<file path="src/rtl/pdm_stream_pkg.sv">
// Shared types and constants for the PCM-to-UART streaming path: FSM encoding,
// frame geometry and the byte selector used to build each 4-byte frame.
package pdm_stream_pkg;

  typedef enum logic [1:0] {
    ST_IDLE = 2'd0,
    ST_LOAD = 2'd1,
    ST_REQ  = 2'd2,
    ST_ACK  = 2'd3
  } state_t;

  localparam int         FRAME_BYTES   = 4;
  localparam logic [1:0] LAST_IDX      = 2'(FRAME_BYTES - 1);
  localparam logic [7:0] DEF_SYNC_BYTE = 8'hA5;

  function automatic logic [7:0] frame_byte(input logic [1:0]  idx,
                                            input logic [7:0]  sync,
                                            input logic [7:0]  seq,
                                            input logic [15:0] sample);
    case (idx)
      2'd0:    frame_byte = sync;
      2'd1:    frame_byte = seq;
      2'd2:    frame_byte = sample[15:8];
      default: frame_byte = sample[7:0];
    endcase
  endfunction

endpackage

</file>
<file path="src/rtl/sample_fifo.sv">
// Sample FIFO: write visible to pop one cycle after push; pop data is combinational from the head.
// Backpressure: push while full is refused unless a pop happens in the same cycle.
module sample_fifo #(
  parameter int WIDTH = 16,
  parameter int DEPTH = 4,
  localparam int AW   = $clog2(DEPTH)
) (
  input  logic             clk,
  input  logic             rst,
  input  logic             push,
  input  logic [WIDTH-1:0] push_dat,
  input  logic             pop,
  output logic [WIDTH-1:0] pop_dat,
  output logic             full,
  output logic             empty,
  output logic [AW:0]      level
);

  logic [WIDTH-1:0] mem_q [DEPTH];
  logic [AW:0]      wr_ptr_q, wr_ptr_d;
  logic [AW:0]      rd_ptr_q, rd_ptr_d;
  logic [AW:0]      level_q, level_d;
  logic             push_ok, pop_ok;

  // Extra pointer bit distinguishes full (wrapped once) from empty.
  assign empty = (wr_ptr_q == rd_ptr_q);
  assign full  = (wr_ptr_q[AW] != rd_ptr_q[AW]) &&
                 (wr_ptr_q[AW-1:0] == rd_ptr_q[AW-1:0]);

  assign pop_ok  = pop && !empty;
  assign push_ok = push && (!full || pop_ok);
  assign pop_dat = mem_q[rd_ptr_q[AW-1:0]];
  assign level   = level_q;

  always_comb begin
    wr_ptr_d = wr_ptr_q;
    rd_ptr_d = rd_ptr_q;
    level_d  = level_q;
    if (push_ok) wr_ptr_d = wr_ptr_q + (AW+1)'(1);
    if (pop_ok)  rd_ptr_d = rd_ptr_q + (AW+1)'(1);
    if (push_ok && !pop_ok)      level_d = level_q + (AW+1)'(1);
    else if (pop_ok && !push_ok) level_d = level_q - (AW+1)'(1);
  end

  always_ff @(posedge clk) begin
    if (rst) begin
      wr_ptr_q <= '0;
      rd_ptr_q <= '0;
      level_q  <= '0;
    end else begin
      wr_ptr_q <= wr_ptr_d;
      rd_ptr_q <= rd_ptr_d;
      level_q  <= level_d;
    end
  end

  always_ff @(posedge clk) begin
    if (push_ok) mem_q[wr_ptr_q[AW-1:0]] <= push_dat;
  end

endmodule

</file>
<file path="src/rtl/pcm_uart_sched.sv">
// Frames buffered PCM samples as SYNC/seq/hi/lo bytes for a go/ready UART; first go 2 cycles after pcm_valid.
// Backpressure: each byte waits for uart_ready low then high; samples beyond DEPTH are dropped and flagged.
module pcm_uart_sched
  import pdm_stream_pkg::*;
#(
  parameter int         DEPTH     = 4,
  parameter logic [7:0] SYNC_BYTE = DEF_SYNC_BYTE,
  localparam int        LW        = $clog2(DEPTH) + 1
) (
  input  logic          clk,
  input  logic          rst,
  input  logic [15:0]   pcm,
  input  logic          pcm_valid,
  input  logic          enable,
  input  logic          clear_ovf,
  input  logic          uart_ready,
  output logic [7:0]    uart_char,
  output logic          uart_go,
  output logic          busy,
  output logic          overflow,
  output logic [LW-1:0] fifo_level
);

  state_t      state_q, state_d;
  logic [1:0]  idx_q, idx_d;
  logic [7:0]  seq_q, seq_d;
  logic [15:0] frame_q, frame_d;
  logic [7:0]  char_q, char_d;
  logic        go_q, go_d;
  logic        busy_q, busy_d;
  logic        ovf_q, ovf_d;

  logic        fifo_pop, fifo_full, fifo_empty;
  logic [15:0] fifo_dat;
  logic        sample_avail;

  sample_fifo #(.WIDTH(16), .DEPTH(DEPTH)) u_fifo (
    .clk      (clk),
    .rst      (rst),
    .push     (pcm_valid),
    .push_dat (pcm),
    .pop      (fifo_pop),
    .pop_dat  (fifo_dat),
    .full     (fifo_full),
    .empty    (fifo_empty),
    .level    (fifo_level)
  );

  // A sample arriving this cycle is already poppable by the LOAD that follows.
  assign sample_avail = !fifo_empty || pcm_valid;

  always_ff @(posedge clk) begin
    if (rst) begin
      state_q <= ST_IDLE;
      idx_q   <= '0;
      seq_q   <= '0;
      frame_q <= '0;
      char_q  <= '0;
      go_q    <= 1'b0;
      busy_q  <= 1'b0;
      ovf_q   <= 1'b0;
    end else begin
      state_q <= state_d;
      idx_q   <= idx_d;
      seq_q   <= seq_d;
      frame_q <= frame_d;
      char_q  <= char_d;
      go_q    <= go_d;
      busy_q  <= busy_d;
      ovf_q   <= ovf_d;
    end
  end

  always_comb begin
    state_d  = state_q;
    idx_d    = idx_q;
    seq_d    = seq_q;
    frame_d  = frame_q;
    fifo_pop = 1'b0;
    case (state_q)
      ST_IDLE: if (sample_avail && enable && uart_ready) state_d = ST_LOAD;
      ST_LOAD: begin
        fifo_pop = 1'b1;
        frame_d  = fifo_dat;
        idx_d    = '0;
        state_d  = ST_REQ;
      end
      ST_REQ:  if (!uart_ready) state_d = ST_ACK;
      ST_ACK: begin
        if (uart_ready) begin
          if (idx_q != LAST_IDX) begin
            idx_d   = idx_q + 2'd1;
            state_d = ST_REQ;
          end else begin
            seq_d   = seq_q + 8'd1;
            state_d = (sample_avail && enable) ? ST_LOAD : ST_IDLE;
          end
        end
      end
      default: state_d = ST_IDLE;
    endcase
  end

  // Outputs are computed from the next state so every port is a plain flop.
  always_comb begin
    go_d   = (state_d == ST_REQ);
    busy_d = (state_d != ST_IDLE);
    char_d = char_q;
    if (state_d == ST_REQ && state_q != ST_REQ)
      char_d = frame_byte(idx_d, SYNC_BYTE, seq_q, frame_d);
    ovf_d = (pcm_valid && fifo_full && !fifo_pop) || (ovf_q && !clear_ovf);
  end

  assign uart_char = char_q;
  assign uart_go   = go_q;
  assign busy      = busy_q;
  assign overflow  = ovf_q;

endmodule
</file>
<file path="config.mk">
export PLATFORM = sky130hd
export DESIGN_NAME = pcm_uart_sched
export DESIGN_NICKNAME = d
export VERILOG_FILES = /design/src/rtl/pdm_stream_pkg.sv /design/src/rtl/sample_fifo.sv /design/src/rtl/pcm_uart_sched.sv
export SDC_FILE = /design/constraint.sdc
export NUM_CORES = 1
export LEC_CHECK = 0
export BUFFER_PORTS_ARGS = -buffer_cell sky130_fd_sc_hd__buf_2
export CORE_UTILIZATION = 40
export CTS_CLUSTER_SIZE = 10
export DETAILED_ROUTE_END_ITERATION = 6
export HOLD_SLACK_MARGIN = 0.1
export PLACE_DENSITY_LB_ADDON = 0.3
export SETUP_SLACK_MARGIN = 0.05
export SYNTH_ARGS = -nofsm -noshare
export SYNTH_HDL_FRONTEND = slang
export SYNTH_SLANG_ARGS = --single-unit
</file>
<file path="constraint.sdc">
create_clock -name clk -period 2.6 [get_ports clk]
set_clock_uncertainty 0.05 [all_clocks]
set_input_delay 0.52 -clock clk [delete_from_list [all_inputs] [get_ports clk]]
set_output_delay 0.52 -clock clk [all_outputs]
set_load 0.02 [all_outputs]
</file>
==> flow_metrics.py, run 1 <==
metrics = {
    "status": {
        "status": "finished clean",
    },
    "cells_and_area": {
        "multi_input_area_mm2": 0.001550,
        "drive_gt1_share_pct": 23.36,
        "post-route-util_pct": 50.07,
        "syn_to_final_growth_pct": 19.98,
        "layout.nets": 428,
        "fin_area_mm2": 0.005523,
        "fin_cells": 551,
        "seq_area_mm2": 0.002923,
        "fill_cells": 962,
        "diodes": 0,
    },
    "drt": {
        "drtPass1Iterations": 4,
        "detail_route.iter0.violations": 132,
        "drcViolationCount": 0,
        "routed-via-count": 2815,
        "wl_per_cell_um": 15.64,
        "postRouteAntennaNets": 0,
        "via_per_inst": 5.109,
        "wl_um": 8616,
    },
    "flow_run": {
        "maxCapViolCount": 0,
    },
    "critical_path": {
        "worstPathArrival_ns": 2.57,
        "slowest_stage": "xnor2_1",
        "endpoint_kind": "flip-flop",
        "timing.critical_path.mode_cell": "inv_1",
        "rrSetupSlack_ns": 0.31,
        "worstRegToRegCells": 9,
        "max_stage_delay_ns": 0.40,
        "required_ns": 2.88,
        "cp_cell_sequence": "xnor2_1 > a31oi_4 > inv_1 > ha_1 > inv_1 > fa_1 > xor2_1 > or3_1 > a21oi_1",
        "reg2reg_from": "u_fifo.wr_ptr_q[2]$_SDFFE_PP0P_",
        "reg2reg_to": "u_fifo.level[2]$_SDFFE_PP0P_",
        "crit_path_start_kind": "flip-flop",
        "cp_num_buf_inv": 2,
        "cp_top_family": "XOR/XNOR gates",
        "crit_type": "flip-flop to flip-flop",
        "worstPathMaxFanout": 5,
    },
    "timing": {
        "postLayoutSetupSlackWorst_ns": 0.3136,
        "fmax_mhz": 437.4,
        "worst_slew_pin_slew_ns": 0.8380,
        "slew_headroom_pct": 44.13,
        "fin_crit_sh_pct": 87.94,
        "setup_viol": 0,
        "drv_slew": 0,
        "layout_min_cycle_time_ns": 2.286,
        "rsz0062_at_grt": "false",
        "setup_tns_ns": 0,
        "hold_ws_ns": 0.2761,
        "finalHoldViolCount": 0,
    },
    "clocking": {
        "tritoncts": "done",
        "clock_sinks": 114,
        "cts_htree_levels": 4,
        "clk_latency_ns": 0.40,
        "clock-root-buffer": "clkbuf_16",
        "post_cts_buffers": 0,
        "numCtsBuffers": 17,
        "cts_resized": 0,
        "cts_hold_buffers": 0,
        "path_clk_slew_ns": 0.06,
        "clockBufferDepth": 2,
    },
    "synthesis": {
        "synth-seq-cells": 114,
        "synth_top_area_share_pct": 41.75,
        "syn_inst": 356,
        "synth_area_leaders": "edfxtp_1, dfxtp_1, mux4_2",
        "ys.flop_type": "edfxtp_1",
        "synth_largest_area_cell": "edfxtp_1",
        "synthesis.area_mm2": 0.004603,
        "synthTopCellsByCount": "edfxtp_1, dfxtp_1, nand2_1",
        "synth.net_count": 386,
        "ys.warnings.count": 0,
        "yosys.cell_count.top_type": "edfxtp_1",
        "avgSynthCellArea_um2": 12.93,
        "synth_edf_count": 64,
        "ys_seq_area_share_pct": 63.50,
        "synth_cell_types": 46,
        "async_reset_ff_share_pct": 0,
    },
    "floorplan": {
        "initial_core_util_pct": 41.73,
        "die_x_um": 109.3,
        "rows": 38,
        "dieArea_mm2": 0.01194,
        "fp.coreArea_mm2": 0.01103,
        "io_pins": 36,
        "die_y_um": 109.3,
    },
    "power": {
        "powerDensity_mw_per_mm2": 854.0,
        "total_power_mw": 4.717,
        "vdd_drop_max_uv": 613.3,
        "leakage_nw": 1.937,
    },
    "place": {
        "placed_cells": 519,
        "place.gp.congestion": 0.7855,
        "postPlaceCellArea_mm2": 0.004910,
        "place_ws_ns": 0.3121,
        "dpl.hpwl_um": 5625,
        "numPortBuffers": 35,
    },
    "grt": {
        "grt_pass1_vias": 2835,
        "antenna_found_initial": 0,
        "grt-ovfl-total": 0,
        "grt_pass1_wl_um": 14480,
        "grt.total_usage_pct": 16.61,
        "grt_max_degree": 30,
    },
    "hold_path": {
        "hold_path.startpoint": "pcm[15]",
        "whs_path_depth": 1,
        "holdPathEnd": "u_fifo.mem_q[3][15]$_DFFE_PP_",
        "hold_class": "input port to flip-flop",
    },
}
state kept, by name, summed over array words and instances (netlist names), named ones only:
name / cells
uart_char: 8
uart_go: 1
frame_q: 16
u_fifo.wr_ptr_q: 3
busy: 1
state_q: 2
u_fifo.rd_ptr_q: 3
overflow: 1
u_fifo.mem_q: 64
seq_q: 8
u_fifo.level: 3
idx_q: 2
per-layer routing:
| metal | vias up | global-route usage [%] | wire, µm |
|---|---|---|---|
| met5 | - | 0 | 0 |
| met4 | 0 | 7.429 | 42 |
| met3 | 2 | 4.722 | 361 |
| met2 | 61 | 25.11 | 4117 |
| met1 | 1356 | 22.20 | 4094 |
| li1 | 1396 | - | - |
cells in the final DEF (no fill, tap or decap), drive strengths merged, types with 3 or more instances in the layout:
master	instances
a21bo	3
a21oi	25
a311oi	6
a31oi	5
and2	5
and3	3
buf	42
clkbuf	17
dfxtp	50
edfxtp	64
ha	7
inv	19
mux2i	3
mux4	16
nand2	42
nand2b	3
nand3	6
nand4	4
nor2	31
nor2b	6
nor4	3
o21ai	9
o22ai	3
or3	3
xnor2	10
xor2	4
logic make-up after synthesis:
logic type / count (synthesis) / synth area share, %
xor+xnor: 14 / 2.664
compound gates: 60 / 8.644
simple gates: 112 / 11.31
fa+ha+maj: 8 / 2.338
buf+inv: 28 / 2.827
mux: 20 / 8.725
flops: 114 / 63.50
where the power goes:
part	internal [mW]	switching, mW
logic	0.121	0.182
clock network	1.46	0.911
registers	2.00	0.0443
worst max-delay path by stage:
stage                                     from  cells after the start  slack [ns]                           end
4_1_cts        u_fifo.wr_ptr_q[2]$_SDFFE_PP0P_                      9        0.31  u_fifo.level[2]$_SDFFE_PP0P_
3_3_place_gp   u_fifo.wr_ptr_q[2]$_SDFFE_PP0P_                      8        0.34  u_fifo.level[2]$_SDFFE_PP0P_
6_report       u_fifo.wr_ptr_q[2]$_SDFFE_PP0P_                      9        0.31  u_fifo.level[2]$_SDFFE_PP0P_
5_1_grt        u_fifo.wr_ptr_q[2]$_SDFFE_PP0P_                      9        0.13  u_fifo.level[2]$_SDFFE_PP0P_
2_1_floorplan  u_fifo.wr_ptr_q[2]$_SDFFE_PP0P_                      9        0.33  u_fifo.level[2]$_SDFFE_PP0P_
3_5_place_dp   u_fifo.wr_ptr_q[2]$_SDFFE_PP0P_                      9        0.31  u_fifo.level[2]$_SDFFE_PP0P_
area by class of cell:
| type | count | share of cell area [%] |
|---|---|---|
| timing repair buffer | 42 | 4.123 |
| clock buffer | 17 | 7.703 |
| tap | 140 | 3.172 |
| multi-input combinational | 214 | 28.07 |
| clock inverter | 15 | 3.398 |
| sequential | 114 | 52.92 |
| inverter | 9 | 0.6117 |
Power figures use the tool's default switching activity.
==> run 2: changes to the inputs <==
--- a/config.mk
+++ b/config.mk
@@ -6,6 +6,7 @@
 export NUM_CORES = 1
 export LEC_CHECK = 0
 export BUFFER_PORTS_ARGS = -buffer_cell sky130_fd_sc_hd__buf_2
+export CORE_ASPECT_RATIO = 1.1
 export CORE_UTILIZATION = 40
 export CTS_CLUSTER_SIZE = 10
 export DETAILED_ROUTE_END_ITERATION = 6
==> run 2 against run 1 <==
Against the previous run:
- register-to-register slack lost 0.06 ns
- largest cell class unchanged
- wire length grew 0.37%
- highest routed layer unchanged
- design area decreased by 0.27%
- non-clock buffer count rose by 2
- power down 2.9%
- sequential power is essentially flat
==> flow_metrics.py, run 2 (synthesized netlist as in run 1, its figures left out) <==
metrics = {
    "drt": {
        "routed-via-count": 2839,
        "wl_met3_um": 319,
        "drcViolationCount": 0,
        "detail_route.iter0.violations": 98,
        "drtPass1Iterations": 4,
        "wl_per_cell_um": 15.47,
        "postRouteAntennaNets": 0,
        "via_per_inst": 5.079,
        "top_layer": "met4",
        "drt-met1-wl_um": 3886,
        "wl_met2_um": 4326,
        "wl_um": 8648,
    },
    "timing": {
        "hold_ws_ns": 0.2815,
        "setup_tns_ns": 0,
        "finalHoldViolCount": 0,
        "postLayoutSetupSlackWorst_ns": 0.2547,
        "setup_viol": 0,
        "fmax_mhz": 426.4,
        "slew_headroom_pct": 42.45,
        "layout_min_cycle_time_ns": 2.345,
        "drv_slew": 0,
        "rsz0062_at_grt": "false",
        "worst_slew_pin_slew_ns": 0.8633,
        "fin_crit_sh_pct": 90.20,
    },
    "floorplan": {
        "die_x_um": 104.3,
        "io_pins": 36,
        "fp.coreArea_mm2": 0.01106,
        "initial_core_util_pct": 41.62,
        "dieArea_mm2": 0.01194,
        "die_y_um": 114.5,
        "rows": 40,
    },
    "clocking": {
        "clk_latency_ns": 0.40,
        "clockBufferDepth": 2,
        "clock_sinks": 114,
        "cts_resized": 0,
        "cts_hold_buffers": 0,
        "post_cts_buffers": 0,
        "clock-root-buffer": "clkbuf_16",
        "cts_htree_levels": 4,
        "numCtsBuffers": 17,
        "path_clk_slew_ns": 0.05,
        "tritoncts": "done",
    },
    "power": {
        "leakage_nw": 1.926,
        "powerDensity_mw_per_mm2": 831.7,
        "vdd_drop_max_uv": 548.7,
        "total_power_mw": 4.581,
    },
    "critical_path": {
        "rrSetupSlack_ns": 0.25,
        "crit_start": "u_fifo.wr_ptr_q[2]$_SDFFE_PP0P_",
        "worstRegToRegCells": 9,
        "endpoint_kind": "flip-flop",
        "endpoint": "u_fifo.level[2]$_SDFFE_PP0P_",
        "required_ns": 2.88,
        "worstPathArrival_ns": 2.62,
        "crit_path_start_kind": "flip-flop",
        "reg2reg_to": "u_fifo.level[2]$_SDFFE_PP0P_",
        "reg2reg_from": "u_fifo.wr_ptr_q[2]$_SDFFE_PP0P_",
        "worstPathMaxFanout": 5,
        "crit_type": "flip-flop to flip-flop",
    },
    "cells_and_area": {
        "fin_area_mm2": 0.005508,
        "diodes": 0,
        "drive_gt1_share_pct": 22.57,
        "layout_common_cells": "edfxtp_1, dfxtp_1, nand2_1, buf_2, nor2_1",
        "fin_cells": 559,
        "largest_register_ffs": 64,
        "final_common_cell": "edfxtp_1",
        "syn_to_final_growth_pct": 19.65,
        "post-route-util_pct": 49.80,
        "layout.nets": 430,
    },
    "place": {
        "place_ws_ns": 0.2840,
        "place.gp.congestion": 0.7908,
        "postPlaceCellArea_mm2": 0.004933,
        "dpl.hpwl_um": 6041,
        "numPortBuffers": 35,
        "placed_cells": 528,
    },
    "grt": {
        "antenna_found_initial": 0,
        "grt_max_degree": 28,
        "grt.total_usage_pct": 16.33,
        "grt_pass1_vias": 2951,
        "grt-ovfl-total": 0,
        "grt_pass1_wl_um": 14810,
    },
    "flow_run": {
        "maxCapViolCount": 0,
    },
    "status": {
        "status": "finished clean",
    },
    "hold_path": {
        "hold_class": "input port to flip-flop",
    },
}
==> run 2: cell types whose count changed in the layout (fill, tap and decap cells not counted), sizes merged <==
cell,change
inv,-10
clkinv,+5
buf,+2
clkbuf,+2
bufinv,+1
clkinvlp,+1
==> run 2: power breakdown <==
group | total (mW) | switching [mW] | internal [mW]
sequential | 2.05 | 0.0458 | 2.00
combinational | 0.304 | 0.181 | 0.123
clock | 2.23 | 0.747 | 1.48
==> run 2: how the worst min path moves through the flow <==
stage,cells after the start,to,startpoint
floorplan,2,frame_q[11]$_SDFF_PP0_,frame_q[11]$_SDFF_PP0_
global placement,2,frame_q[8]$_SDFF_PP0_,frame_q[8]$_SDFF_PP0_
finish,1,u_fifo.mem_q[2][4]$_DFFE_PP_,pcm[4]
detailed placement,2,frame_q[8]$_SDFF_PP0_,frame_q[8]$_SDFF_PP0_
global route,1,u_fifo.mem_q[1][7]$_DFFE_PP_,pcm[7]
CTS,1,u_fifo.mem_q[2][4]$_DFFE_PP_,pcm[4]
==> run 2: layout make-up <==
type,count,area [µm²]
multi-input combinational,214,1550
timing repair buffer,44,242.7
clock inverter,12,141.4
fill,970,5553
tap,147,183.9
clock buffer,19,432.9
inverter,9,33.78
sequential,114,2923
==> run 2: critical path, cell delays in order, from the launching register on <==
cell and delay, ns:
dfxtp_1 0.32, xnor2_1 0.41, a31oi_4 0.18, inv_1 0.09, ha_1 0.17, inv_1 0.06
fa_1 0.37, xor2_1 0.16, or3_1 0.32, a21oi_1 0.14
==> run 2: layer usage <==
| layer | up-vias | global-route usage, % |
|---|---|---|
| met2 | 66 | 27.55 |
| met4 | 0 | 8.000 |
| met3 | 9 | 4.895 |
| met1 | 1369 | 19.05 |
| met5 | - | 0 |
| li1 | 1395 | - |
==> run 3: changes to the inputs <==
--- a/config.mk
+++ b/config.mk
@@ -5,13 +5,14 @@
 export SDC_FILE = /design/constraint.sdc
 export NUM_CORES = 1
 export LEC_CHECK = 0
-export BUFFER_PORTS_ARGS = -buffer_cell sky130_fd_sc_hd__buf_2
 export CORE_ASPECT_RATIO = 1.1
 export CORE_UTILIZATION = 40
 export CTS_CLUSTER_SIZE = 10
 export DETAILED_ROUTE_END_ITERATION = 6
+export DONT_BUFFER_PORTS = 1
 export HOLD_SLACK_MARGIN = 0.1
 export PLACE_DENSITY_LB_ADDON = 0.3
+export RECOVER_POWER = 50
 export SETUP_SLACK_MARGIN = 0.05
 export SYNTH_ARGS = -nofsm -noshare
 export SYNTH_HDL_FRONTEND = slang
==> run 3 against run 2 <==
Against the previous run:
- clock power rose by 9.4%
- sequential power barely moved
- design area fell by 2.5%
- critical path depth fell by 1
- die area did not move
- setup slack got worse by 0.0063 ns
- combinational power fell by 28%
- via count fell by 4.1%
- global-route usage barely moved
- sequential cell count did not move
- fmax fell by 0.27%
- clock-buffer cell count fell by 1
==> flow_metrics.py, run 3 (synthesized netlist as in run 1, its figures left out) <==
metrics = {
    "timing": {
        "finalHoldViolCount": 0,
        "drv_slew": 0,
        "fmax_mhz": 425.2,
        "slew_headroom_pct": 42.98,
        "worst_slew_pin_slew_ns": 0.8552,
        "setup_tns_ns": 0,
        "setup_viol": 0,
        "postLayoutSetupSlackWorst_ns": 0.2484,
        "rsz0062_at_grt": "false",
        "fin_crit_sh_pct": 90.45,
        "layout_min_cycle_time_ns": 2.352,
    },
    "floorplan": {
        "dieArea_mm2": 0.01194,
        "rows": 40,
        "die_y_um": 114.5,
        "fp.coreArea_mm2": 0.01106,
        "io_pins": 36,
        "initial_core_util_pct": 41.62,
        "die_x_um": 104.3,
    },
    "place": {
        "dpl.hpwl_um": 5772,
        "place_ws_ns": 0.1489,
        "numPortBuffers": 0,
        "place.gp.congestion": 0.8001,
        "postPlaceCellArea_mm2": 0.004736,
    },
    "power": {
        "p_int_mw": 3.772,
        "switching_share_pct": 20.29,
        "vdd_drop_max_uv": 402.7,
        "powerDensity_mw_per_mm2": 881.0,
        "p_clk_share_pct": 51.6,
        "combPwrFrac_pct": 4.6,
        "total_power_mw": 4.732,
        "leakage_nw": 1.782,
        "power_frac_seq_pct": 43.8,
        "p_sw_mw": 0.9601,
    },
    "cells_and_area": {
        "final_common_cell": "edfxtp_1",
        "syn_to_final_growth_pct": 16.69,
        "drive_gt1_share_pct": 14.85,
        "multi_input_area_mm2": 0.001550,
        "layout.nets": 395,
        "layout_common_cells": "edfxtp_1, dfxtp_1, nand2_1, nor2_1, a21oi_1",
        "diodes": 0,
        "fin_area_mm2": 0.005371,
        "fill_cells": 970,
        "largest_register_ffs": 64,
        "seq_area_mm2": 0.002923,
    },
    "drt": {
        "routed-via-count": 2722,
        "wl_per_cell_um": 16.65,
        "wl_um": 8725,
        "drtPass1Iterations": 4,
        "drcViolationCount": 0,
        "via_per_inst": 5.195,
        "detail_route.iter0.violations": 108,
        "postRouteAntennaNets": 0,
    },
    "flow_run": {
        "maxCapViolCount": 0,
    },
    "clocking": {
        "cts_htree_levels": 4,
        "cts_resized": 0,
        "numCtsBuffers": 17,
        "path_clk_slew_ns": 0.05,
        "clock-root-buffer": "clkbuf_16",
        "clk_latency_ns": 0.41,
        "clock_sinks": 114,
        "clockBufferDepth": 2,
        "tritoncts": "done",
    },
    "critical_path": {
        "endpoint_kind": "flip-flop",
        "worstPathMaxFanout": 6,
        "worstPathArrival_ns": 2.64,
        "crit_path_start_kind": "flip-flop",
        "required_ns": 2.89,
        "crit_type": "flip-flop to flip-flop",
    },
    "grt": {
        "grt_pass1_wl_um": 14690,
        "grt_pass1_vias": 2786,
        "grt.total_usage_pct": 16.31,
        "antenna_found_initial": 0,
        "grt_max_degree": 51,
        "grt-ovfl-total": 0,
    },
    "hold_path": {
        "hold_class": "input port to flip-flop",
    },
    "status": {
        "status": "finished clean",
    },
}
-- run 3: cell count changes in the layout (fill, tap and decap cells not counted), sizes merged --
cell and change:
bufinv +2, clkinv -1, clkbuf +1, buf -37
-- run 3: path summary, 6_finish.rpt --
check	startpoint	to	slack [ns]	depth (start not counted)
worst max-delay path	u_fifo.wr_ptr_q[1]$_SDFFE_PP0P_	u_fifo.level[2]$_SDFFE_PP0P_	0.25	8
worst min-delay path	rst	u_fifo.wr_ptr_q[0]$_SDFFE_PP0P_	0.13	1
worst max register to register	u_fifo.wr_ptr_q[1]$_SDFFE_PP0P_	u_fifo.level[2]$_SDFFE_PP0P_	0.25	8
worst min register to register	frame_q[13]$_SDFF_PP0_	frame_q[13]$_SDFF_PP0_	0.40	2
-- run 3: power groups by stage --
stage / Combinational, mW / Clock (mW) / Sequential [mW]
2_1_floorplan: 0.191 / 0 / 2.09
3_3_place_gp: 0.216 / 0 / 2.10
3_5_place_dp: 0.221 / 0 / 2.11
4_1_cts: 0.222 / 2.47 / 2.08
5_1_grt: 0.244 / 2.55 / 2.08
6_report: 0.219 / 2.44 / 2.07
-- run 3: what timing repair did --
| action | CTS | global route |
|---|---|---|
| buffers inserted | 0 | 3 |
| hold buffers | 0 | 0 |
| endpoints found under the setup margin | 0 | 1 |
-- run 3: cell type report --
cell class	instances	area share [%]
Multi-Input combinational cell	214	28.86
Sequential cell	114	54.41
Inverter	9	0.6289
Clock buffer	18	7.990
Clock inverter	13	3.564
Timing Repair Buffer	9	1.118
Tap cell	147	3.424
-- run 3: metrics by stage --
step,utilization (%),std cells,hold WS (ns)
floorplan,-,356,0.3829
detailed placement,42.82,490,0.3931
global placement,42.82,490,0.3916
CTS,48.43,521,0.1141
finish,48.56,524,0.1346
global route,48.56,524,0.1123
-- run 3: critical path, stage by stage (launching register included) --
cell	delay, ns
dfxtp_1	0.45
xor2_1	0.22
o41a_1	0.32
ha_1	0.22
inv_1	0.06
fa_1	0.37
xor2_1	0.15
or3_1	0.30
a21oi_1	0.14
-- run 3: per-layer routing --
metal  GRT usage, %  vias to the layer above  wire, µm
met5              0                        -         0
met4          6.571                        0       133
met3          6.261                       13       508
met2          25.83                       59      4202
met1          20.10                     1324      3881
li1               -                     1326         -
